<file path="config.mk">
export PLATFORM = sky130hd
export DESIGN_NAME = ps2_host_ctrl
export DESIGN_NICKNAME = d
export VERILOG_FILES = /design/src/rtl/ps2_pkg.sv /design/src/rtl/ps2_sync_edge.sv /design/src/rtl/ps2_host_ctrl.sv
export SDC_FILE = /design/constraint.sdc
export NUM_CORES = 1
export LEC_CHECK = 0
export BUFFER_PORTS_ARGS = -buffer_cell sky130_fd_sc_hd__buf_2
export CAP_MARGIN = 20
export CORE_UTILIZATION = 58
export DETAILED_ROUTE_END_ITERATION = 16
export GPL_ROUTABILITY_DRIVEN = 0
export PLACE_DENSITY = 0.88
export SLEW_MARGIN = 20
export SYNTH_ARGS = -nofsm -noshare
export SYNTH_HDL_FRONTEND = slang
export SYNTH_HIERARCHICAL = 1
export SYNTH_SLANG_ARGS = --single-unit
</file>
<file path="constraint.sdc">
create_clock -name clock_fpga -period 2.27 [get_ports clock_fpga]
set_input_delay 0.1135 -clock clock_fpga [delete_from_list [all_inputs] [get_ports clock_fpga]]
set_output_delay 0.1135 -clock clock_fpga [all_outputs]
set_load 0.005 [all_outputs]
</file>
<file path="src/rtl/ps2_pkg.sv">
// Shared state encoding, protocol constants and error codes for the PS/2 host controller.
package ps2_pkg;

  typedef enum logic [2:0] {
    IDLE,
    INHIBIT,
    REQ,
    TX_BITS,
    TX_ACK,
    WAIT_RESP
  } state_t;

  localparam logic [7:0] PS2_ACK    = 8'hFA;
  localparam logic [7:0] PS2_RESEND = 8'hFE;

  localparam logic [1:0] ERR_NONE    = 2'b00;
  localparam logic [1:0] ERR_TIMEOUT = 2'b01;
  localparam logic [1:0] ERR_NOACK   = 2'b10;
  localparam logic [1:0] ERR_RETRY   = 2'b11;

  // Odd-parity bit of a frame: 1 when the byte carries an even number of ones.
  function automatic logic odd_parity(input logic [7:0] b);
    return ~^b;
  endfunction

endpackage

</file>
<file path="src/rtl/ps2_sync_edge.sv">
// Two-flop synchroniser for an asynchronous line plus a registered falling-edge pulse.
module ps2_sync_edge (
  input  logic clk,
  input  logic reset,
  input  logic d_i,
  output logic fall_o
);

  // [0] metastability stage, [1] synced level, [2] previous synced level
  logic [2:0] sync_q;
  logic       fall_q;

  always_ff @(posedge clk) begin
    if (reset) begin
      sync_q <= 3'b111;
      fall_q <= 1'b0;
    end else begin
      sync_q <= {sync_q[1:0], d_i};
      fall_q <= sync_q[2] & ~sync_q[1];
    end
  end

  assign fall_o = fall_q;

endmodule

</file>
<file path="src/rtl/ps2_host_ctrl.sv">
// Host-side PS/2 command sequencer: inhibit, request-to-send, bit-serial transmit,
// line-ack check and keyboard reply handling, with unsolicited bytes forwarded as scan codes.
module ps2_host_ctrl
  import ps2_pkg::*;
#(
  parameter int unsigned INHIBIT_CYCLES = 5000,
  parameter int unsigned TIMEOUT_CYCLES = 1000000,
  parameter int unsigned MAX_RETRY      = 2
) (
  input  logic       clock_fpga,
  input  logic       reset,
  input  logic       clock_key,
  input  logic       data_key,
  output logic       clock_key_oe,
  output logic       data_key_oe,
  output logic       rx_flush,
  input  logic [7:0] rx_code,
  input  logic       rx_new,
  input  logic       cmd_valid,
  input  logic [7:0] cmd_byte,
  input  logic       cmd_has_arg,
  input  logic [7:0] cmd_arg,
  output logic       cmd_ready,
  output logic       done,
  output logic       error,
  output logic [1:0] err_code,
  output logic [7:0] scan_code,
  output logic       scan_valid
);

  localparam int unsigned CNT_MAX = (INHIBIT_CYCLES > TIMEOUT_CYCLES) ? INHIBIT_CYCLES
                                                                      : TIMEOUT_CYCLES;
  localparam int unsigned CNT_W   = $clog2(CNT_MAX + 1);
  localparam int unsigned RETRY_W = (MAX_RETRY > 0) ? $clog2(MAX_RETRY + 1) : 1;
  localparam int unsigned IDX_W   = 4;

  state_t             state_q, state_d;
  logic               clk_oe_q, clk_oe_d;
  logic               dat_oe_q, dat_oe_d;
  logic               rx_flush_q, rx_flush_d;
  logic               cmd_ready_q, cmd_ready_d;
  logic               done_q, done_d;
  logic               error_q, error_d;
  logic [1:0]         err_code_q, err_code_d;
  logic [7:0]         scan_code_q, scan_code_d;
  logic               scan_valid_q, scan_valid_d;
  logic [7:0]         cmd_q, cmd_d;
  logic [7:0]         arg_q, arg_d;
  logic               has_arg_q, has_arg_d;
  logic               byte_sel_q, byte_sel_d;
  logic [RETRY_W-1:0] retry_q, retry_d;
  logic [IDX_W-1:0]   bit_idx_q, bit_idx_d;
  logic [CNT_W-1:0]   cnt_q, cnt_d;
  logic               rx_new_q;
  logic [1:0]         dsync_q;

  logic       kfall;
  logic       data_s;
  logic       rx_rise;
  logic       timeout_hit;
  logic [7:0] tx_byte;

  ps2_sync_edge u_clk_sync (
    .clk    (clock_fpga),
    .reset  (reset),
    .d_i    (clock_key),
    .fall_o (kfall)
  );

  // Data line only needs a level synchroniser; it is sampled on kfall.
  always_ff @(posedge clock_fpga) begin
    if (reset) dsync_q <= 2'b11;
    else       dsync_q <= {dsync_q[0], data_key};
  end

  assign data_s      = dsync_q[1];
  assign rx_rise     = rx_new & ~rx_new_q;
  assign tx_byte     = byte_sel_q ? arg_q : cmd_q;
  assign timeout_hit = (state_q inside {REQ, TX_BITS, TX_ACK, WAIT_RESP}) &&
                       (cnt_q == CNT_W'(TIMEOUT_CYCLES - 1));

  always_ff @(posedge clock_fpga) begin
    if (reset) begin
      state_q      <= IDLE;
      clk_oe_q     <= 1'b0;
      dat_oe_q     <= 1'b0;
      rx_flush_q   <= 1'b0;
      cmd_ready_q  <= 1'b0;
      done_q       <= 1'b0;
      error_q      <= 1'b0;
      err_code_q   <= ERR_NONE;
      scan_code_q  <= 8'h00;
      scan_valid_q <= 1'b0;
      cmd_q        <= 8'h00;
      arg_q        <= 8'h00;
      has_arg_q    <= 1'b0;
      byte_sel_q   <= 1'b0;
      retry_q      <= '0;
      bit_idx_q    <= '0;
      cnt_q        <= '0;
      rx_new_q     <= 1'b0;
    end else begin
      state_q      <= state_d;
      clk_oe_q     <= clk_oe_d;
      dat_oe_q     <= dat_oe_d;
      rx_flush_q   <= rx_flush_d;
      cmd_ready_q  <= cmd_ready_d;
      done_q       <= done_d;
      error_q      <= error_d;
      err_code_q   <= err_code_d;
      scan_code_q  <= scan_code_d;
      scan_valid_q <= scan_valid_d;
      cmd_q        <= cmd_d;
      arg_q        <= arg_d;
      has_arg_q    <= has_arg_d;
      byte_sel_q   <= byte_sel_d;
      retry_q      <= retry_d;
      bit_idx_q    <= bit_idx_d;
      cnt_q        <= cnt_d;
      rx_new_q     <= rx_new;
    end
  end

  always_comb begin
    state_d      = state_q;
    clk_oe_d     = clk_oe_q;
    dat_oe_d     = dat_oe_q;
    done_d       = 1'b0;
    error_d      = 1'b0;
    err_code_d   = err_code_q;
    scan_code_d  = scan_code_q;
    scan_valid_d = 1'b0;
    cmd_d        = cmd_q;
    arg_d        = arg_q;
    has_arg_d    = has_arg_q;
    byte_sel_d   = byte_sel_q;
    retry_d      = retry_q;
    bit_idx_d    = bit_idx_q;
    cnt_d        = cnt_q;

    if (timeout_hit) begin
      state_d    = IDLE;
      clk_oe_d   = 1'b0;
      dat_oe_d   = 1'b0;
      error_d    = 1'b1;
      err_code_d = ERR_TIMEOUT;
    end else begin
      unique case (state_q)
        IDLE: begin
          if (rx_rise) begin
            scan_code_d  = rx_code;
            scan_valid_d = 1'b1;
          end
          if (cmd_valid && cmd_ready_q) begin
            cmd_d      = cmd_byte;
            arg_d      = cmd_arg;
            has_arg_d  = cmd_has_arg;
            byte_sel_d = 1'b0;
            retry_d    = '0;
            cnt_d      = '0;
            clk_oe_d   = 1'b1;
            state_d    = INHIBIT;
          end
        end
        INHIBIT: begin
          cnt_d = cnt_q + CNT_W'(1);
          if (cnt_q == CNT_W'(INHIBIT_CYCLES - 1)) begin
            dat_oe_d = 1'b1;
            cnt_d    = '0;
            state_d  = REQ;
          end
        end
        REQ: begin
          clk_oe_d  = 1'b0;
          cnt_d     = cnt_q + CNT_W'(1);
          bit_idx_d = '0;
          state_d   = TX_BITS;
        end
        TX_BITS: begin
          cnt_d = cnt_q + CNT_W'(1);
          // Index 0..7 data, 8 parity, 9 stop (released); the next fall hands over to the ack.
          if (kfall) begin
            bit_idx_d = bit_idx_q + IDX_W'(1);
            if (bit_idx_q < IDX_W'(8))       dat_oe_d = ~tx_byte[bit_idx_q[2:0]];
            else if (bit_idx_q == IDX_W'(8)) dat_oe_d = ~odd_parity(tx_byte);
            else if (bit_idx_q == IDX_W'(9)) dat_oe_d = 1'b0;
            else                             state_d  = TX_ACK;
          end
        end
        TX_ACK: begin
          cnt_d = cnt_q + CNT_W'(1);
          if (kfall) begin
            dat_oe_d = 1'b0;
            if (!data_s) begin
              cnt_d   = '0;
              state_d = WAIT_RESP;
            end else begin
              error_d    = 1'b1;
              err_code_d = ERR_NOACK;
              state_d    = IDLE;
            end
          end
        end
        WAIT_RESP: begin
          cnt_d = cnt_q + CNT_W'(1);
          if (rx_rise) begin
            if (rx_code == PS2_ACK) begin
              if (has_arg_q && !byte_sel_q) begin
                byte_sel_d = 1'b1;
                retry_d    = '0;
                cnt_d      = '0;
                clk_oe_d   = 1'b1;
                state_d    = INHIBIT;
              end else begin
                done_d  = 1'b1;
                state_d = IDLE;
              end
            end else if (rx_code == PS2_RESEND) begin
              if (retry_q < RETRY_W'(MAX_RETRY)) begin
                retry_d  = retry_q + RETRY_W'(1);
                cnt_d    = '0;
                clk_oe_d = 1'b1;
                state_d  = INHIBIT;
              end else begin
                error_d    = 1'b1;
                err_code_d = ERR_RETRY;
                state_d    = IDLE;
              end
            end else begin
              scan_code_d  = rx_code;
              scan_valid_d = 1'b1;
            end
          end
        end
        default: state_d = IDLE;
      endcase
    end

    cmd_ready_d = (state_d == IDLE);
    rx_flush_d  = state_d inside {INHIBIT, REQ, TX_BITS, TX_ACK};
  end

  assign clock_key_oe = clk_oe_q;
  assign data_key_oe  = dat_oe_q;
  assign rx_flush     = rx_flush_q;
  assign cmd_ready    = cmd_ready_q;
  assign done         = done_q;
  assign error        = error_q;
  assign err_code     = err_code_q;
  assign scan_code    = scan_code_q;
  assign scan_valid   = scan_valid_q;

endmodule

</file>
# --- After elaboration in Yosys (flattened, before gate mapping) ---
# Index checks and enable logic that the tools add are counted.
totals:
  reg_bits: 71
  input_bits: 31
  word_cells: 187
  out_inout_bits: 17
classes:
  add_sub_neg: 3
  eq_ne: 38
  n_bitwise: 10
  mux: 82
  magnitude_cmp: 3
  n_reduce_logical: 29
op_table:
  columns: ["operator", "count"]
  rows:
  - ["2-to-1 mux 20 bit", 9]
  - ["one-hot mux 20 bit (5 select lines)", 1]
  - ["2-to-1 mux 8 bit", 5]
  - ["2-to-1 mux 3 bit", 12]
  - ["2-to-1 mux 1 bit", 31]
  - ["2-to-1 mux 2 bit", 12]
  - ["AND reduction 7 bit", 3]
  - ["adder 20 x 1 -> 20 bit (second input constant)", 1]
  - ["equality test 20 x 13 -> 1 bit (second input constant)", 1]
  - ["equality test 20 bit (second input constant)", 1]
  - ["one-hot mux 3 bit (6 select lines)", 1]
  - ["AND reduction 6 bit", 3]
  - ["equality test 8 bit (second input constant)", 2]
  - ["inequality test 2 bit (second input constant)", 8]
  - ["one-hot mux 8 bit (2 select lines)", 1]
  - ["equality test 3 x 2 -> 1 bit (second input constant)", 4]
  - ["inequality test 3 bit (second input constant)", 4]
  - ["inequality test 2 x 1 -> 1 bit (second input constant)", 5]
  - ["equality test 3 bit (second input constant)", 3]
  - ["inequality test 3 x 2 -> 1 bit (second input constant)", 3]
  - ["AND reduction 3 bit", 3]
  - ["nonzero test 3 bit", 3]
  - ["equality test 4 bit (second input constant)", 2]
  - ["NOT 1 bit", 8]
  - ["25 further kinds", 39]

# --- Logic depth before layout (Yosys ltp) ---
logic_depth:
  word_depth: 9
  mapped_depth: 9

# --- Hierarchy ---
# The synthesis kept the hierarchy.
by_module_without_submodules:
  columns: ["module", "cells_each", "seq_area_each_um2", "n_inst", "area_each_um2"]
  rows:
  - ["ps2_host_ctrl", 405, 1341.3, 1, 3577.2]
  - ["ps2_sync_edge", 8, 80.1, 1, 106.4]

# --- Worst setup path before layout ---
# No wires, ideal clock.
synth_path:
  path_type: "register to register"
  from: "reg bit_idx_q[0]"
  to: "reg dat_oe_q, in the netlist data_key_oe"
  setup_slack_ns: 0.383
  path_stages_with_launch: 7
  arrival_ns: 1.800
  setup_ns: 0.086
  t_required_ns: 2.184
  path_cell_list: "dfxtp_1 > buf_2 > mux4_2 > nor2b_1 > a2111oi_0 > a31oi_1 > a221oi_2"
synth_between:
  elab_chain_cells: 6
  elab_cells_between_ends: 12
synth_lines:
  columns: ["element", "line_no", "source"]
  rows:
  - ["start, declared", "ps2_host_ctrl.sv:52", "logic [IDX_W-1:0] bit_idx_q, bit_idx_d;"]
  - ["start signal, assigned", "ps2_host_ctrl.sv:118", "bit_idx_q <= bit_idx_d;"]
  - ["binary-select mux 1 bit (select 3 bit)", "ps2_host_ctrl.sv:184", "if (bit_idx_q < IDX_W'(8)) dat_oe_d = ~tx_byte[bit_idx_q[2:0]];"]
  - ["2-to-1 mux 1 bit (not written as such)", "ps2_host_ctrl.sv:184", null]
  - ["NOT 1 bit", "ps2_host_ctrl.sv:184", null]
  - ["2-to-1 mux 1 bit", "ps2_host_ctrl.sv:184", null]
  - ["2-to-1 mux 1 bit", "ps2_host_ctrl.sv:182", "if (kfall) begin"]
  - ["one-hot mux 1 bit (3 select lines)", "ps2_host_ctrl.sv:148", "unique case (state_q)"]
  - ["end signal, assigned", "ps2_host_ctrl.sv:105", "dat_oe_q <= dat_oe_d;"]
  - ["end, declared", "ps2_host_ctrl.sv:39", "logic dat_oe_q, dat_oe_d;"]
# Parallel ways exist; a longest one is shown, timed or not. The select of a mux whose other input is x is not followed.
# A chain may end at the register's enable or synchronous reset.

# --- Final worst setup path ---
layout_path:
  from: "reg cnt_q[0]"
  to: "reg cnt_q[3]"
layout_between:
  elab_chain_cells: 6
  elab_cells_between_ends: 15
layout_lines:
  columns: ["element", "line_no", "source"]
  rows:
  - ["start, declared", "ps2_host_ctrl.sv:53", "logic [CNT_W-1:0] cnt_q, cnt_d;"]
  - ["start signal, assigned", "ps2_host_ctrl.sv:119", "cnt_q <= cnt_d;"]
  - ["adder 20 x 1 -> 20 bit", null, null]
  - ["2-to-1 mux 20 bit", "ps2_host_ctrl.sv:219", "if (retry_q < RETRY_W'(MAX_RETRY)) begin"]
  - ["2-to-1 mux 20 bit", "ps2_host_ctrl.sv:218", "end else if (rx_code == PS2_RESEND) begin"]
  - ["2-to-1 mux 20 bit", "ps2_host_ctrl.sv:207", "if (rx_code == PS2_ACK) begin"]
  - ["2-to-1 mux 20 bit", "ps2_host_ctrl.sv:206", "if (rx_rise) begin"]
  - ["one-hot mux 20 bit (5 select lines)", "ps2_host_ctrl.sv:148", null]
# Parallel ways exist; a longest one is shown, timed or not.

==> impl_metrics.env <==
export IMPL_ant_nets=0
export IMPL_cp_start_kind="register"
export IMPL_cts_setup_buffers=0
export IMPL_rows=28
export IMPL_grt_remaining_overflow=0
export IMPL_dp_slack_ns=0.0371
export IMPL_synth_top_cell_by_area="dfxtp_1"
export IMPL_cp_end_kind="register"
export IMPL_synthTopCellsByCount="dfxtp_1, nand2_1, nor2_1"
export IMPL_synth_top_area_share_pct=38.6
export IMPL_min_path_type="input port to register"
export IMPL_yosysWarnings=6
export IMPL_ys_seq_area_share_pct=38.6
export IMPL_h_tree_depth=3
export IMPL_cts_sink_count=71
export IMPL_syn_mean_instance_area_sq_um=8.92
export IMPL_first_global_vias=3141
export IMPL_slew_viol_final=0
export IMPL_layout_worst_path_cycle_share_pct=92.5
export IMPL_initial_utilization_pct=61.1
export IMPL_ctsLongestPathBuffers=2
export IMPL_clockPowerShare_pct=42.7
export IMPL_ys_flop_type="dfxtp_1"
export IMPL_slew_headroom_pct=58.6
export IMPL_synth_compound_area_share_pct=16.0
export IMPL_ys_seq_elements=71
export IMPL_clk_pin_slew_ns=0.07
export IMPL_cp_max_fo=20
export IMPL_syn_instance_count=413
export IMPL_tightest_slew_ns=0.606
export IMPL_root_buffer="clkbuf_8"
export IMPL_synth_most_common_cell="dfxtp_1"
export IMPL_synth_edf_count=0
export IMPL_cts_made_buffers=9
export IMPL_grtUsageTotal_pct=28.7
export IMPL_hold_viol_final=0
export IMPL_n_fill_cell=439
export IMPL_yosys_area_share_simple_pct=26.2
export IMPL_insertedDiodeCount=0
export IMPL_final_nets=507
export IMPL_synthMuxAreaShare_pct=6.52
export IMPL_via_per_inst=5.93
export IMPL_antenna_found_initial=0
export IMPL_synthArstFlopShare_pct=0
export IMPL_max_clock_freq_mhz=476
export IMPL_die_h_um=81.7
export IMPL_vias=3268
export IMPL_drtIter0Drc=251
export IMPL_p_sw_uw=700
export IMPL_ir_drop_mv=0.787
export IMPL_seq_area_sq_um=1420
export IMPL_die_w_um=81.7
export IMPL_dp_hpwl_mm=6.05
export IMPL_rsz0062_at_grt="false"
export IMPL_synth_fp_nets=448
export IMPL_grt_first_pass_wirelength_mm=14.5
export IMPL_firstDrtPassIters=5
export IMPL_seq_power_share_pct=45.9
export IMPL_synthAdderAreaFrac_pct=1.63
export IMPL_wl_mm=8.81
export IMPL_crit_type="register to register"
export IMPL_status="complete, no violations"
export IMPL_p_leak_uw=0.00168
export IMPL_yosysUniqueCellTypes=72
export IMPL_pwr_density_cell_nw_per_um2=669
export IMPL_max_cap_violations=0
export IMPL_skew_ns=0.0170
export IMPL_switching_share_pct=24.2
export IMPL_drive_gt1_share_pct=23.3
export IMPL_drcViolationCount=0
export IMPL_synth_xor_area_share_pct=6.66
export IMPL_clk_latency_ns=0.35
export IMPL_timing_final_ws_setup_ns=0.170
export IMPL_cp_required_ns=2.49
export IMPL_synth_top_family_by_area="simple AND/OR/NAND/NOR gates"
export IMPL_setup_violations=0
export IMPL_io_buffers=47
export IMPL_routedWlPerCell_um=16.0
export IMPL_core_sq_um=6030
export IMPL_synthTopCellsByArea="dfxtp_1, nand2_1, nor2_1, mux2i_1, a21oi_1"
export IMPL_intPower_uw=2200
export IMPL_setup_tns_ns=0
export IMPL_syn2layout_area_growth_pct=17.7
export IMPL_fp_dieArea_sq_um=6670
export IMPL_p_comb_share_pct=11.4
export IMPL_arrival_ns=2.32
export IMPL_io_pins=48
export IMPL_multiInputGateArea_sq_um=2100
export IMPL_min_period_ns=2.10
export IMPL_cts_tree="built"
export IMPL_grt_max_degree=26
export IMPL_synthesis_area_sq_um=3680
[stage by stage]
step / std cells / util (%) / power, uW / hold WS (ns) / instance area [sq um]
final: 551 / 71.9 / 2900 / 0.00694 / 4330
after global routing: 551 / 71.9 / 2990 / 0.00446 / 4330
after CTS: 551 / 71.8 / 2890 / 0.0000952 / 4330
after detailed placement: 525 / 66.0 / 1660 / 0.301 / 3980
after global placement: 525 / 66.0 / 1650 / 0.296 / 3980
after floorplan: 413 / - / 1570 / 0.189 / 3680
[worst paths after layout]
kind	to	depth (start not counted)	start	slack [ns]
setup reg to reg	cnt_q[3]	7	cnt_q[0]	0.17
setup / recovery	cnt_q[3]	7	cnt_q[0]	0.17
hold reg to reg	u_clk_sync/fall_o	1	u_clk_sync/sync_q[1]	0.41
hold / removal	cmd_q[2]	3	cmd_byte[2]	0.007
[metal layers]
metal  vias to the layer above  wire length, um  share of wire [%]  GRT usage (%)
met3                        28              561                6.4           5.89
met2                       145             4230                 48           46.5
met4                         0              219                2.5           14.2
met1                      1519             3800                 43           36.2
met5                         -                0                  0              0
li1                       1576                -                  -              -
[worst max-delay path, cell delays in order, from the launching register on]
cell	delay, ns
dfxtp_1	0.36
ha_1	0.32
nand2_4	0.14
o21ai_4	0.10
a21o_4	0.28
o41ai_4	0.34
buf_4	0.32
nor2_1	0.10
[flip-flops by register name, summed over array words and instances, names as in the netlist, 2 cells and up]
signal and count:
retry_q 2, dsync_q 2, err_code 2, cnt_q 20
arg_q 8, bit_idx_q 4, cmd_q 8, state_q 3
scan_code 8, u_clk_sync/sync_q 3
[logic make-up (layout without fill, tap and decap cells)]
group                      Yosys count  after routing
buffers and inverters               33             96
and+or+nand+nor                    177            177
adders and majority gates            5              5
muxes                               19             19
DFF                                 71             71
xor gates and xnor gates            28             28
AOI/OAI and AO/OA                   80             80
[timing repair]
action | CTS | global route
resized for setup | 0 | 3
hold buffers | 11 | 0
endpoints found under the setup margin | 0 | 23
hold endpoints to repair | 11 | 0
[power groups by stage]
stage,logic (uW),clock network (uW),registers [uW]
after global routing,357,1300,1340
final,329,1240,1330
after global placement,295,0,1360
after detailed placement,307,0,1360
after CTS,322,1240,1330
after floorplan,226,0,1340
[cell type report]
class	instances	area share, %
multi-input combinational	309	48.5
inverter	13	1.13
tap	75	2.17
sequential	71	32.9
clock buffer	10	3.18
timing repair buffer	68	9.70
clock inverter	5	2.45
[cells in the final DEF, fill, tap and decap left out, types with 6 or more instances in the layout]
master	count
xnor2_1	16
dfxtp_1	69
buf_2	47
a21oi_1	28
buf_4	10
or3_1	7
nand2_1	47
nand3_1	18
a2111oi_0	6
mux2i_1	15
nor2_1	45
xor2_1	12
clkbuf_8	10
dlygate4sd3_1	11
inv_1	13
o21ai_0	8
nor2b_1	6
Note: power is estimated with default switching activity, not from simulation.
